File: src/rtl/parc_core_reorder_buffer_pkg.sv
// Shared PARC core constants: ROB geometry, bypass-mux source code for the ROB,
// and functional-unit codes used by issue/decode.
package parc_core_reorder_buffer_pkg;

  localparam int ROB_ENTRIES = 16;
  localparam int ROB_SLOT_W  = 4;

  localparam logic [2:0] BYP_SEL_ROB = 3'd5;

  typedef enum logic [1:0] {
    FU_NONE = 2'd0,
    FU_ALU  = 2'd1,
    FU_MEM  = 2'd2,
    FU_MUL  = 2'd3
  } fu_code_e;

  typedef logic [ROB_SLOT_W-1:0] rob_slot_t;

endpackage

File: src/rtl/parc_core_reorder_buffer.sv
// Reorder buffer: allocates slots in program order, accepts out-of-order
// writeback, and retires one completed entry per cycle in order.
module parc_core_reorder_buffer
  import parc_core_reorder_buffer_pkg::*;
#(
  parameter int ENTRIES = ROB_ENTRIES
) (
  input  logic            clk,
  input  logic            reset,
  input  logic            rob_alloc_req_val,
  output logic            rob_alloc_req_rdy,
  input  logic [4:0]      rob_alloc_req_preg,
  output logic [3:0]      rob_alloc_resp_slot,
  input  logic            rob_fill_val,
  input  logic [3:0]      rob_fill_slot,
  input  logic [31:0]     rob_fill_data,
  input  logic [3:0]      rob_rd0_slot,
  input  logic [3:0]      rob_rd1_slot,
  output logic [31:0]     rob_rd0_data,
  output logic [31:0]     rob_rd1_data,
  output logic            rob_commit_wen,
  output logic [3:0]      rob_commit_slot,
  output logic [4:0]      rob_commit_rf_waddr,
  output logic [31:0]     rob_commit_data,
  output logic            rob_empty
);

  localparam logic [ROB_SLOT_W:0] FULL_COUNT = (ROB_SLOT_W+1)'(ENTRIES);

  logic [ENTRIES-1:0] valid;
  logic [ENTRIES-1:0] pending;
  logic [4:0]         preg [ENTRIES];
  logic [31:0]        data [ENTRIES];

  rob_slot_t           head;
  rob_slot_t           tail;
  logic [ROB_SLOT_W:0] count;

  logic alloc_fire;
  logic commit_fire;
  logic fill_hit;

  // Ready depends only on registered occupancy, so a retiring entry never
  // frees space for an allocation in the same cycle.
  assign rob_alloc_req_rdy   = (count != FULL_COUNT);
  assign rob_alloc_resp_slot = tail;
  assign alloc_fire          = rob_alloc_req_val && rob_alloc_req_rdy;
  assign fill_hit            = rob_fill_val && valid[rob_fill_slot];
  assign commit_fire         = valid[head] && !pending[head];

  assign rob_commit_wen      = commit_fire;
  assign rob_commit_slot     = head;
  assign rob_commit_rf_waddr = preg[head];
  assign rob_commit_data     = data[head];
  assign rob_empty           = (count == '0);

  assign rob_rd0_data = data[rob_rd0_slot];
  assign rob_rd1_data = data[rob_rd1_slot];

  always_ff @(posedge clk or posedge reset) begin
    if (reset) begin
      valid   <= '0;
      pending <= '0;
      head    <= '0;
      tail    <= '0;
      count   <= '0;
    end else begin
      if (fill_hit)
        pending[rob_fill_slot] <= 1'b0;
      if (commit_fire) begin
        valid[head] <= 1'b0;
        head        <= head + 1'b1;
      end
      if (alloc_fire) begin
        valid[tail]   <= 1'b1;
        pending[tail] <= 1'b1;
        tail          <= tail + 1'b1;
      end
      case ({alloc_fire, commit_fire})
        2'b10:   count <= count + 1'b1;
        2'b01:   count <= count - 1'b1;
        default: count <= count;
      endcase
    end
  end

  // Payload storage is deliberately left out of reset; it only matters
  // while the owning slot is valid.
  always_ff @(posedge clk) begin
    if (alloc_fire)
      preg[tail] <= rob_alloc_req_preg;
    if (fill_hit)
      data[rob_fill_slot] <= rob_fill_data;
  end

endmodule

File: config.mk
export PLATFORM = sky130hd
export DESIGN_NAME = parc_core_reorder_buffer
export DESIGN_NICKNAME = d
export VERILOG_FILES = /design/src/rtl/parc_core_reorder_buffer_pkg.sv /design/src/rtl/parc_core_reorder_buffer.sv
export SDC_FILE = /design/constraint.sdc
export NUM_CORES = 1
export LEC_CHECK = 0
export CORE_AREA = 2 2 300 302
export CTS_CLUSTER_SIZE = 28
export DETAILED_ROUTE_END_ITERATION = 8
export DIE_AREA = 0 0 302 304
export REMOVE_ABC_BUFFERS = 1
export SYNTH_ARGS = -nofsm -noshare
export SYNTH_HDL_FRONTEND = slang
export SYNTH_SLANG_ARGS = --single-unit
export TNS_END_PERCENT = 30
File: constraint.sdc
create_clock -name clk -period 11.1 [get_ports clk]
set_clock_uncertainty 0.05 [all_clocks]
set_input_delay 2.22 -clock clk [delete_from_list [all_inputs] [get_ports clk]]
set_output_delay 2.22 -clock clk [all_outputs]
set_load 0.05 [all_outputs]
==> impl_metrics.env <==
export IMPL_dp_slack_ns=3.26
export IMPL_whs_endpoint="rob_commit_slot[3]"
export IMPL_hpwl_microns=47700
export IMPL_grt_pass1_vias=18900
export IMPL_fmax_ghz=0.129
export IMPL_place_congestion=0.754
export IMPL_setup_ws_ns=3.34
export IMPL_port_buffers=164
export IMPL_cts_setup_buffers=0
export IMPL_max_slew_margin_rel=0.257
export IMPL_core_area_sq_mm=0.0890
export IMPL_clockRootBuffer="clkbuf_16"
export IMPL_static_leakage_power_nw=11.7
export IMPL_grt_max_degree=143
export IMPL_seqPwrFrac=0.351
export IMPL_area_delta_synth_final_pct=16.2
export IMPL_finalHoldViolations=0
export IMPL_fp_dieH_microns=304
export IMPL_ctsResizeCount=0
export IMPL_clk_latency_ns=0.62
export IMPL_run_status="finished clean"
export IMPL_tritoncts="yes"
export IMPL_cts_sinks=637
export IMPL_min_path_cells=1
export IMPL_clockPowerShare=0.284
export IMPL_synth_cell_type_count=42
export IMPL_pwr_share_comb=0.365
export IMPL_holdCritPathClass="register to register"
export IMPL_p_per_area_mw_per_mm2=226
export IMPL_tns_ns=0
export IMPL_syn_area_sq_mm=0.0324
export IMPL_synth_seq_cells=637
export IMPL_ios=165
export IMPL_maxCapViolations=0
export IMPL_netlist_instances=1489
export IMPL_start_kind="primary input"
export IMPL_cts_buffer_depth=3
export IMPL_setup_viol=0
export IMPL_drv_slew=0
export IMPL_post_drt_wl_per_cell_microns=31.1
export IMPL_r2r_end="count[4]"
export IMPL_clk_pin_slew_worst_paths_ns=0.05
export IMPL_vdd_drop_max_uv=307
export IMPL_fin_crit_sh=0.699
export IMPL_hold_start="pending[7]"
export IMPL_drt_total_wl_microns=89300
export IMPL_crit_path_max_fanout=80
export IMPL_start_util=0.364
export IMPL_min_period_ns=7.76
export IMPL_synth_edff_count=592
export IMPL_die_w_microns=302
export IMPL_cts_buffers=75
export IMPL_ff2ff_path_depth=13
export IMPL_detail_route_iter0_violations=1630
export IMPL_rows=110
export IMPL_diodes=0
export IMPL_r2r_slack_ns=6.65
export IMPL_vias=17500
export IMPL_power_mw=8.50
export IMPL_holdBufCountCts=0
export IMPL_drc=0
export IMPL_antenna_found_initial=5
export IMPL_synthArstFlopShare=0.0706
export IMPL_layout_common_cells="edfxtp_1 (592), mux4_2 (508), clkdlybuf4s50_1 (156)"
export IMPL_synth_yosys_seq_area_share=0.583
export IMPL_power_switching_mw=2.95
export IMPL_ant_nets=0
export IMPL_worstSetupPathType="primary input to output port"
export IMPL_rsz0062_at_grt="no"
export IMPL_required_ns=8.83
export IMPL_arrival_ns=5.49
export IMPL_grt_pass1_wl_microns=131000
export IMPL_cts_max_level=3
export IMPL_critPathCaptureType="output port"
export IMPL_grt_overflow=0
export IMPL_layout_drive_gt1_share=0.402
export IMPL_first_pass_iters=5
export IMPL_avgSynthCellArea_sq_um=21.8
export IMPL_intPower_mw=5.55
export IMPL_num_nets_final=1697
export IMPL_vias_per_cell=6.10
export IMPL_layout_commonest_cell="edfxtp_1"
export IMPL_timing_hold_ws_ns=0.440
export IMPL_worst_pin_slew_ns=1.11
export IMPL_yosys_warnings=0
export IMPL_ys_flop_type="edfxtp_1"
export IMPL_regToRegStartpoint="rob_commit_slot[1]"
export IMPL_p_sw_frac=0.347
export IMPL_grt_usage=0.198
export IMPL_dieArea_sq_mm=0.0918
-- Yosys cell counts, types with 4 or more instances --
master     instances  area share
edfxtp_1         592        0.55
mux4_2           508        0.35
clkbuf_1          57      0.0066
dfrtp_1           45       0.035
buf_2             43      0.0066
nor2_1            33      0.0038
nand2_1           27      0.0031
o21ai_0           25      0.0039
inv_1             19      0.0022
nand3_1           15      0.0023
o21ai_1           13      0.0020
ha_1              11      0.0042
buf_4             10      0.0023
mux4_1             9      0.0073
buf_1              7     0.00081
buf_6              7      0.0024
o2bb2ai_1          7      0.0019
nand2b_1           6      0.0012
nand4_1            6      0.0012
nor2b_1            6      0.0012
xor2_1             5      0.0014
nor3_1             4     0.00062
o22ai_1            4     0.00077
xnor2_1            4      0.0011
-- critical path, cell delays in order --
cell             delay (ns)
buf_6                  0.66
buf_4                  0.76
mux4_2                 0.41
mux4_2                 0.55
clkdlybuf4s50_1        0.73
-- power groups by stage --
stage,Sequential (mW),Combinational [mW],Clock [mW]
finish,2.98,3.11,2.41
floorplan,3.19,2.18,0
global placement,3.02,3.12,0
CTS,2.99,3.14,2.48
global route,3.01,3.26,2.58
detailed placement,3.03,3.13,0
-- per-stage QoR --
| step | std cells | utilization | cell area (sq um) |
|---|---|---|---|
| final | 2868 | 0.423 | 37700 |
| after global routing | 2868 | 0.423 | 37700 |
| after detailed placement | 2732 | 0.396 | 35300 |
| after floorplan | 1363 | - | 31800 |
| after global placement | 2732 | 0.396 | 35300 |
| after CTS | 2868 | 0.423 | 37700 |
-- worst max-delay path by stage --
stage / to / depth (start not counted) / startpoint / slack [ns]
detailed placement: rob_rd0_data[14] / 5 / rob_rd0_slot[0] / 3.26
global placement: rob_rd0_data[14] / 5 / rob_rd0_slot[0] / 3.30
CTS: rob_rd0_data[14] / 5 / rob_rd0_slot[0] / 3.26
global route: rob_rd0_data[14] / 5 / rob_rd0_slot[0] / 3.14
floorplan: rob_commit_rf_waddr[0] / 2 / rob_commit_slot[0] / 1.29
finish: rob_rd1_data[23] / 5 / rob_rd1_slot[1] / 3.34
-- cell families after synthesis --
group                      Yosys count  synth area share
DFF                                637             0.583
AOI/OAI and AO/OA                   63            0.0122
and+or+nand+nor                    105            0.0152
buffers and inverters              145            0.0221
adders and majority gates           11           0.00424
xor gates and xnor gates            10           0.00293
muxes                              518             0.360
-- final cells by class --
cell class / instances / area (sq um)
Tap cell: 1176 / 1470
Sequential cell: 637 / 18900
Fill cell: 7631 / 51400
Inverter: 19 / 71.3
Clock inverter: 38 / 353
Clock buffer: 98 / 2060
Multi-Input combinational cell: 707 / 12900
Timing Repair Buffer: 193 / 1890
-- routing by layer --
| metal | global-route usage | vias to the layer above | wire (microns) |
|---|---|---|---|
| met5 | 0 | - | 50 |
| met4 | 0.0621 | 8 | 2530 |
| met3 | 0.0378 | 165 | 6740 |
| met2 | 0.319 | 729 | 43700 |
| met1 | 0.273 | 9588 | 36300 |
| li1 | - | 6997 | - |
-- state kept, by name, summed over array words and instances (netlist names) --
signal	flops
count	5
pending	16
rob_alloc_resp_slot	4
rob_commit_slot	4
data	512
preg	80
valid	16
No activity file was read; power rests on OpenSTA's default activity.
